$ cat config.mk
export PLATFORM = sky130hd
export DESIGN_NAME = fetch_unit
export DESIGN_NICKNAME = d
export VERILOG_FILES = /design/src/rtl/fetch_pkg.sv /design/src/rtl/fetch_queue.sv /design/src/rtl/fetch_unit.sv
export SDC_FILE = /design/constraint.sdc
export NUM_CORES = 1
export LEC_CHECK = 0
export CORE_MARGIN = 4
export CORE_UTILIZATION = 30
export CTS_CLUSTER_DIAMETER = 50
export DETAILED_ROUTE_END_ITERATION = 8
export GPL_ROUTABILITY_DRIVEN = 0
export GPL_TIMING_DRIVEN = 0
export PLACE_DENSITY_LB_ADDON = 0.05
export SYNTH_ARGS = -nofsm -noshare
export SYNTH_HDL_FRONTEND = slang
export SYNTH_SLANG_ARGS = --single-unit
$ cat constraint.sdc
create_clock -name clk -period 12.3 [get_ports clk]
set_input_delay 2.46 -clock clk [delete_from_list [all_inputs] [get_ports clk]]
set_output_delay 2.46 -clock clk [all_outputs]
set_load 0.01 [all_outputs]
$ cat src/rtl/fetch_pkg.sv
// Shared types and constants for the instruction-fetch stage.
package fetch_pkg;

   localparam int FETCH_ADDR_W = 32;
   localparam int FETCH_INST_W = 32;

   localparam logic [FETCH_ADDR_W-1:0] RESET_PC = '0;
   localparam logic [FETCH_ADDR_W-1:0] PC_STEP  = FETCH_ADDR_W'(4);

   // One fetched instruction together with the address it came from
   typedef struct packed {
      logic [FETCH_ADDR_W-1:0] pc;
      logic [FETCH_INST_W-1:0] inst;
   } fetch_entry_t;

   // RUN: responses are kept; REDIRECT: stale responses from before a branch are discarded
   typedef enum logic {
      RUN      = 1'b0,
      REDIRECT = 1'b1
   } fetch_state_t;

   // Bits needed to hold values 0..value-1; used as clog2(depth+1) for credit counters
   function automatic int clog2(input int value);
      int result;
      result = 0;
      for (int v = value - 1; v > 0; v = v >> 1) begin
         result++;
      end
      return result;
   endfunction

endpackage

$ cat src/rtl/fetch_queue.sv
// Small synchronous FIFO of fetch entries. Entry 0 is always the head, so the
// head is a plain register; when the FIFO drains, the head keeps its last value.
module fetch_queue
   import fetch_pkg::*;
#(
   parameter int DEPTH = 2,
   parameter int CNT_W = clog2(DEPTH + 1)
) (
   input  logic             clk,
   input  logic             rst_n,
   input  logic             push,
   input  fetch_entry_t     wdata,
   input  logic             pop,
   input  logic             flush,
   output fetch_entry_t     head,
   output logic [CNT_W-1:0] count,
   output logic             full,
   output logic             empty
);

   fetch_entry_t     mem [DEPTH];
   logic             do_push;
   logic             do_pop;
   logic [CNT_W-1:0] wr_idx;

   // Status flags and the slot a push lands in (one lower when the head leaves the same cycle)
   always_comb begin
      empty   = (count == '0);
      full    = (count == CNT_W'(DEPTH));
      do_pop  = pop && !empty;
      do_push = push && (!full || do_pop);
      wr_idx  = do_pop ? (count - CNT_W'(1)) : count;
   end

   assign head = mem[0];

   // Shift-on-pop storage; flush only empties the count so the head value is retained
   always_ff @(posedge clk) begin
      if (!rst_n) begin
         count <= '0;
         for (int i = 0; i < DEPTH; i++) begin
            mem[i] <= '0;
         end
      end else if (flush) begin
         count <= '0;
      end else begin
         for (int i = 0; i < DEPTH; i++) begin
            if (do_push && (wr_idx == CNT_W'(i))) begin
               mem[i] <= wdata;
            end else if (do_pop && ((CNT_W'(i) + CNT_W'(1)) < count)) begin
               mem[i] <= mem[(i + 1) % DEPTH];
            end
         end
         count <= count + CNT_W'(do_push) - CNT_W'(do_pop);
      end
   end

   // A push into a full FIFO with no simultaneous pop would lose data
   assert property (@(posedge clk) disable iff (!rst_n) !(push && full && !pop && !flush));

endmodule

$ cat src/rtl/fetch_unit.sv
// Instruction-fetch stage: issues sequential fetches under a credit limit,
// tags each request with its PC, buffers responses and presents {pc, inst}.
module fetch_unit
   import fetch_pkg::*;
#(
   parameter int                ADDR_W   = FETCH_ADDR_W,
   parameter int                INST_W   = FETCH_INST_W,
   parameter int                QDEPTH   = 2,
   parameter logic [ADDR_W-1:0] PC_STEP  = fetch_pkg::PC_STEP,
   parameter logic [ADDR_W-1:0] RESET_PC = fetch_pkg::RESET_PC
) (
   input  logic              clk,
   input  logic              rst_n,
   input  logic              stall_flag,
   input  logic              branch_flag,
   input  logic [ADDR_W-1:0] branch_target,
   output logic              imem_req,
   output logic [ADDR_W-1:0] imem_addr,
   input  logic              imem_ready,
   input  logic              imem_rvalid,
   input  logic [INST_W-1:0] imem_rdata,
   output logic [ADDR_W-1:0] pc,
   output logic [INST_W-1:0] inst,
   output logic              inst_valid
);

   localparam int CNT_W = clog2(QDEPTH + 1);

   fetch_state_t     state;
   logic             run;
   logic [ADDR_W-1:0] fetch_pc;
   logic [CNT_W-1:0] inflight;
   logic [CNT_W-1:0] drop;
   logic [CNT_W-1:0] outstanding;
   logic [CNT_W:0]   used;
   logic             credit_ok;
   logic             accept;
   logic             keep;
   logic             discard;
   logic             q_pop;

   fetch_entry_t     q_head;
   fetch_entry_t     q_wdata;
   logic [CNT_W-1:0] q_count;
   logic             q_full;
   logic             q_empty;

   fetch_entry_t     tag_head;
   fetch_entry_t     tag_wdata;
   logic [CNT_W-1:0] tag_count;
   logic             tag_full;
   logic             tag_empty;

   // Credit check, handshake decode and the entries pushed into the two FIFOs
   always_comb begin
      used        = {1'b0, inflight} + {1'b0, q_count};
      credit_ok   = used < (CNT_W + 1)'(QDEPTH);
      imem_req    = run && credit_ok && !tag_full && !branch_flag;
      imem_addr   = fetch_pc;
      accept      = imem_req && imem_ready;
      keep        = imem_rvalid && !branch_flag && (state == RUN) && !tag_empty;
      discard     = imem_rvalid && !branch_flag && (state == REDIRECT);
      q_pop       = !q_empty && !stall_flag && !branch_flag;
      outstanding = inflight - CNT_W'(imem_rvalid);
      tag_wdata      = '0;
      tag_wdata.pc   = fetch_pc;
      q_wdata        = tag_head;
      q_wdata.inst   = imem_rdata;
   end

   // Fetch PC, credit counters and the RUN/REDIRECT state; a branch flushes everything outstanding
   always_ff @(posedge clk) begin
      if (!rst_n) begin
         run      <= 1'b0;
         fetch_pc <= RESET_PC;
         inflight <= '0;
         drop     <= '0;
         state    <= RUN;
      end else begin
         run      <= 1'b1;
         inflight <= inflight + CNT_W'(accept) - CNT_W'(imem_rvalid);
         if (branch_flag) begin
            fetch_pc <= branch_target;
            drop     <= outstanding;
            state    <= (outstanding != '0) ? REDIRECT : RUN;
         end else begin
            if (accept) begin
               fetch_pc <= fetch_pc + PC_STEP;
            end
            if (discard) begin
               drop  <= drop - CNT_W'(1);
               state <= (drop == CNT_W'(1)) ? RUN : REDIRECT;
            end
         end
      end
   end

   fetch_queue #(
      .DEPTH (QDEPTH),
      .CNT_W (CNT_W)
   ) u_inst_q (
      .clk   (clk),
      .rst_n (rst_n),
      .push  (keep),
      .wdata (q_wdata),
      .pop   (q_pop),
      .flush (branch_flag),
      .head  (q_head),
      .count (q_count),
      .full  (q_full),
      .empty (q_empty)
   );

   fetch_queue #(
      .DEPTH (QDEPTH),
      .CNT_W (CNT_W)
   ) u_tag_q (
      .clk   (clk),
      .rst_n (rst_n),
      .push  (accept),
      .wdata (tag_wdata),
      .pop   (keep),
      .flush (branch_flag),
      .head  (tag_head),
      .count (tag_count),
      .full  (tag_full),
      .empty (tag_empty)
   );

   assign pc         = q_head.pc;
   assign inst       = q_head.inst;
   assign inst_valid = !q_empty;

   // Every request in flight is either tagged for keeping or scheduled to be dropped
   assert property (@(posedge clk) disable iff (!rst_n)
      ({1'b0, tag_count} + {1'b0, drop}) == {1'b0, inflight});

   // The credit rule must keep a kept response from landing in a full queue
   assert property (@(posedge clk) disable iff (!rst_n) !(keep && q_full && !q_pop));

endmodule

-- Word-level counts from Yosys, hierarchy flattened
Memories as Yosys holds them, arrays and structs flattened.
Index checks and enable logic that the tools add are counted.
- flip-flop bits (word level): 42
- bits in writable memories: 256
- input bits: 70
- output and inout port bits: 98
- logic and storage cells: 135
- memories kept: 2
- add/sub/neg operators: 12
- $lt $le $gt $ge: 5
- eq/ne operators: 5
- mux-type cells: 56
- bitwise gates (word level): 10
- reduce and logical (&&, ||, !) cells: 38
- memories (name ; depth ; bits a word ; read ports ; clocked after Yosys merged registers in ; wr ports ; line ; RTL):
    u_inst_q.mem ; 2 ; 64 ; 2 ; 0 ; 2 ; fetch_queue.sv:21 ; fetch_entry_t mem [DEPTH];
    u_tag_q.mem ; 2 ; 64 ; 2 ; 0 ; 2 ; fetch_queue.sv:21 ;
- operators with widths (operator ; count):
    64-bit 2-to-1 mux ; 8
    32-bit 2-to-1 mux ; 2
    1-bit 2-to-1 mux ; 42
    32-bit by 3-bit adder with 32-bit output (second input constant) ; 1
    1-bit logical AND ; 22
    2-bit logical NOT ; 4
    2-bit 2-to-1 mux ; 4
    1-bit bitwise OR ; 8
    2-bit by 1-bit subtractor with 2-bit output ; 4
    2-bit by 1-bit adder with 2-bit output ; 3
    2-bit by 1-bit equality test with 1-bit output (second input constant) ; 3
    1-bit logical NOT ; 6
    2-bit nonzero test ; 3
    2-bit by 1-bit subtractor with 2-bit output (second input constant) ; 3
    2-bit equality test (second input constant) ; 2
    1-bit by 2-bit < comparator with 1-bit output (first input constant) ; 2
    2-bit < comparator (first input constant) ; 2
    2-bit by 2-bit adder with 3-bit output ; 1
    3-bit by 2-bit < comparator with 1-bit output (second input constant) ; 1
    1-bit logical OR ; 2
    1-bit NOT ; 2
    2-bit OR reduction ; 1

-- Longest topological paths before layout
- depth after elaboration: 14
- gate-level depth with buffers: 12
- mapped depth without buffers: 11

-- Cells and area by module
A second synthesis with hierarchy kept.
- cells, all modules: 1333
- area total of the unflattened synthesis: 13972.2 um^2
- modules (own cells, without submodules) (module ; times used ; cells an instance ; area each (um^2) ; sequential area each (um^2)):
    fetch_queue at u_inst_q ; 1 ; 528 ; 5898.2 ; 3883.7
    fetch_queue at u_tag_q ; 1 ; 527 ; 5885.6 ; 3883.7
    fetch_unit ; 1 ; 278 ; 2188.3 ; 760.7

-- Least setup slack after synthesis
Ideal clock, no wire load.
- path kind: input to register
- start: input port branch_flag
- end: memory u_inst_q.mem[1][0] in the netlist's numbering, enable pin
- setup time: 0.574 ns
- data arrival time: 7.788 ns
- required time: 11.726 ns
- setup slack: 3.938 ns
- stages on the path: 5
- path buffers: 1
- path through: or4b_1 buf_2 clkinv_2 nand2b_1 o21ai_0
- RTL lines (element ; line ; RTL):
    start: declaration ; fetch_unit.sv:15 ; input logic branch_flag,
    end: declaration ; fetch_queue.sv:21 ;

-- Final worst setup path
- start: input port branch_flag
- end: output port imem_req
- cells in the longest elaborated chain, start to end: 2
- RTL lines (element ; line ; RTL):
    1-bit logical NOT ; fetch_unit.sv:58 ; imem_req = run && credit_ok && !tag_full && !branch_flag;
    1-bit logical AND ; fetch_unit.sv:58 ;
    end: declaration ; fetch_unit.sv:17 ; output logic imem_req,
No other way between the ends.

==> results.py <==
metrics = {
    "global_route": {
        "grt_pass1_vias": 8769,
        "grt_usage_pct": 17.30,
        "grt_max_degree": 27,
        "grt_antenna_before_repair": 0,
        "globalRoute.totalOverflow": 0,
        "grt_pass1_wl_mm": 53.58,
    },
    "cts": {
        "hold_buffers": 0,
        "cts-root-buf": "clkbuf_16",
        "cts_inserted_buffers": 36,
        "htreeDepth": 2,
        "clk-insertion-delay-late_ns": 0.52,
        "ctsResizeCount": 0,
        "clock_sink_count": 234,
        "ctsLongestPathBuffers": 3,
        "cts_tree": "done",
        "clk_pin_slew_ns": 0.05,
        "cts_setup_buffers": 0,
    },
    "logic_synthesis": {
        "synthArstFlopShare_pct": 0,
        "yosysTopAreaCellShare_pct": 52.23,
        "synth_ff_type": "edfxtp_1",
        "synth_enable_flop_cells": 192,
        "synth_most_common_cell": "nand2_1",
        "yosys-top-cells-area": "edfxtp_1 (52%), nand2_1 (7.8%), dfxtp_1 (7.6%)",
        "synth_nets": 1127,
        "syn-cell-area_mm2": 0.01104,
        "yosys_warnings": 0,
        "synth_commonest_cells": "nand2_1 (229), edfxtp_1 (192), inv_1 (79)",
        "yosysTopAreaCell": "edfxtp_1",
        "ys_seq_elements": 234,
        "synth-seq-area-share_pct": 59.84,
        "synthDistinctLibCells": 59,
        "syn_inst": 1039,
        "avgSynthCellArea_um2": 10.62,
    },
    "floorplan": {
        "core-area_mm2": 0.03591,
        "num_rows": 69,
        "die_height_um": 199.8,
        "io_pins": 168,
        "die_w_um": 199.8,
        "start_util_pct": 30.74,
        "die_area_mm2": 0.03993,
    },
    "final_layout": {
        "area_growth_pct": 33.08,
        "diodes": 0,
        "nets": 1349,
        "drive_gt1_share_pct": 8.152,
        "fill_cells": 3484,
    },
    "critical_path": {
        "endpoint_kind": "output port",
        "worstPathCellList": "clkdlybuf4s50_1, inv_1, clkbuf_1, and4b_1, clkdlybuf4s50_1",
        "cp_slowest_cell": "clkdlybuf4s50_1",
        "r2r_cells": 13,
        "setup.worst_path.class": "input pin to output port",
        "crit_path_frequent_cell": "clkdlybuf4s50_1",
        "setup.worst_path.start_class": "input pin",
        "crit_required_ns": 9.84,
        "r2r_setup_slack_ns": 8.01,
        "critPathMaxStageDelay_ns": 0.56,
        "rr_endpoint": "u_tag_q.mem[0][32]$_SDFFCE_PP0P_",
        "arrival_ns": 4.41,
        "crit_path_start": "branch_flag",
        "r2r-start": "u_inst_q.count[0]$_SDFF_PP0_",
        "crit_path_max_fanout": 10,
    },
    "route": {
        "dr.pass1.iters": 5,
        "wl_per_cell_um": 20.31,
        "vias": 8643,
        "drtIter0Drc": 580,
        "drc": 0,
        "routed_via_density": 4.942,
        "antenna_left": 0,
        "wirelength_mm": 35.52,
    },
    "placed_design": {
        "dpl.hpwl_mm": 25.49,
        "io_buffers": 167,
    },
    "timing": {
        "max_slew_margin_pct": 14.95,
        "finalCriticalPeriod_ns": 6.870,
        "timing.fmax_ghz": 0.1456,
        "fin_hold_ws_ns": 0.5313,
        "skew_ns": 0.01994,
        "tightest_slew_ns": 1.264,
        "setup_viol": 0,
        "slew_viol_final": 0,
        "rsz0062_at_grt": "no",
        "hold_viol_final": 0,
        "setup_tns_ns": 0,
        "finalCritPeriodShare_pct": 55.86,
    },
    "min_path": {
        "hp-class": "flop to flop",
        "holdPathStages": 1,
        "min_delay_worst_endpoint": "u_inst_q.mem[0][44]$_SDFFCE_PP0P_",
        "min-delay-start": "u_inst_q.mem[1][44]$_DFFE_PP_",
    },
    "pwr": {
        "power.leakage_nw": 5.229,
        "sw_frac_of_total_pct": 23.84,
        "seq_power_share_pct": 45.0,
        "power.density_mw_per_mm2": 139.5,
        "combPwrFrac_pct": 7.3,
        "internal-power_mw": 1.561,
        "clockPowerShare_pct": 47.8,
        "p_switching_uw": 488.4,
        "peakVddDrop_mv": 0.06882,
    },
    "job": {
        "cap_violations": 0,
    },
    "outcome": {
        "outcome": "finished clean",
    },
}
[power groups by stage]
stage | clock, mW | combinational, mW | sequential (mW)
2_1_floorplan | 0 | 0.0543 | 0.937
3_3_place_gp | 0 | 0.140 | 0.945
3_5_place_dp | 0 | 0.150 | 0.938
4_1_cts | 1.01 | 0.151 | 0.922
5_1_grt | 1.04 | 0.162 | 0.926
6_report | 0.979 | 0.149 | 0.922
[registers in the layout, indices dropped and copies added (netlist names)]
signal and cells:
u_inst_q.mem 128, u_tag_q.mem 64, imem_addr 32, drop 2, inflight 2, u_inst_q.count 2
u_tag_q.count 2, run 1, state 1
[routing by layer]
metal / track usage, % / share of wire, %
met3: 3.323 / 5.5
met2: 27.90 / 46
met5: 0 / 0
met1: 24.22 / 47
met4: 4.226 / 1.6
[through the flow]
stage / instance area, µm² / std cells / setup slack [ns] / utilization (%) / power [mW]
after global routing: 14690 / 1749 / 5.325 / 40.91 / 2.131
final: 14690 / 1749 / 5.430 / 40.91 / 2.049
after global placement: 13290 / 1667 / -0.3817 / 37.00 / 1.086
after detailed placement: 13540 / 1684 / 5.448 / 37.71 / 1.087
after floorplan: 11040 / 1039 / 3.938 / - / 0.9910
after CTS: 14690 / 1749 / 5.432 / 40.91 / 2.079
[worst max-delay path: cells and delay by family]
kind          cells  cell delay (ns)
buf+inv           4             1.67
simple gates      1             0.28
[worst max-delay path by stage]
stage,endpoint,depth (start not counted)
2_1_floorplan,u_inst_q.mem[1][0]$_DFFE_PP_,5
3_3_place_gp,u_inst_q.mem[1][38]$_DFFE_PP_,7
3_5_place_dp,imem_req,5
4_1_cts,imem_req,5
5_1_grt,imem_req,5
6_report,imem_req,5
[logic make-up (layout without fill, tap and decap cells)]
kind of cell	after synthesis	after routing	share of synthesized area, %
buf+inv	154	403	5.474
flops	234	234	59.84
fa+ha+maj	18	18	2.108
xor+xnor	15	15	1.190
compound gates	277	277	17.52
mux	11	11	1.065
simple gates	330	330	12.80
[final cells by class]
cell class,count,area [µm²],area share [%]
buffer,73,299.0,2.035
inverter,81,305.3,2.078
multi-input combinational,651,3865,26.31
clock buffer,43,947.2,6.447
sequential,234,6606,44.97
tap,461,576.8,3.926
clock inverter,22,201.4,1.371
timing repair buffer,184,1891,12.87
[layout by cell type (no fill, tap or decap), types with 3 or more instances in the layout]
master / count
a221oi_1: 3
buf_2: 11
clkdlybuf4s50_1: 167
a31oi_1: 3
xor2_1: 10
xnor2_1: 5
clkinv_1: 4
clkinvlp_4: 3
nor2_1: 30
nand2_1: 229
dfxtp_1: 42
clkbuf_16: 36
mux2_2: 6
nor4_1: 7
o21ai_0: 35
o21ai_1: 6
and3_1: 3
mux2i_1: 5
nor2b_1: 3
a2bb2oi_1: 5
nand3_1: 19
o31ai_1: 67
clkinv_2: 10
inv_1: 79
edfxtp_1: 192
o211ai_1: 3
o22ai_1: 6
a22o_1: 64
nor3_1: 9
ha_1: 17
a21oi_1: 63
and2_1: 3
buf_4: 10
clkbuf_1: 63
buf_6: 5
nand4_1: 11
Note: power is estimated with default switching activity, not from simulation.
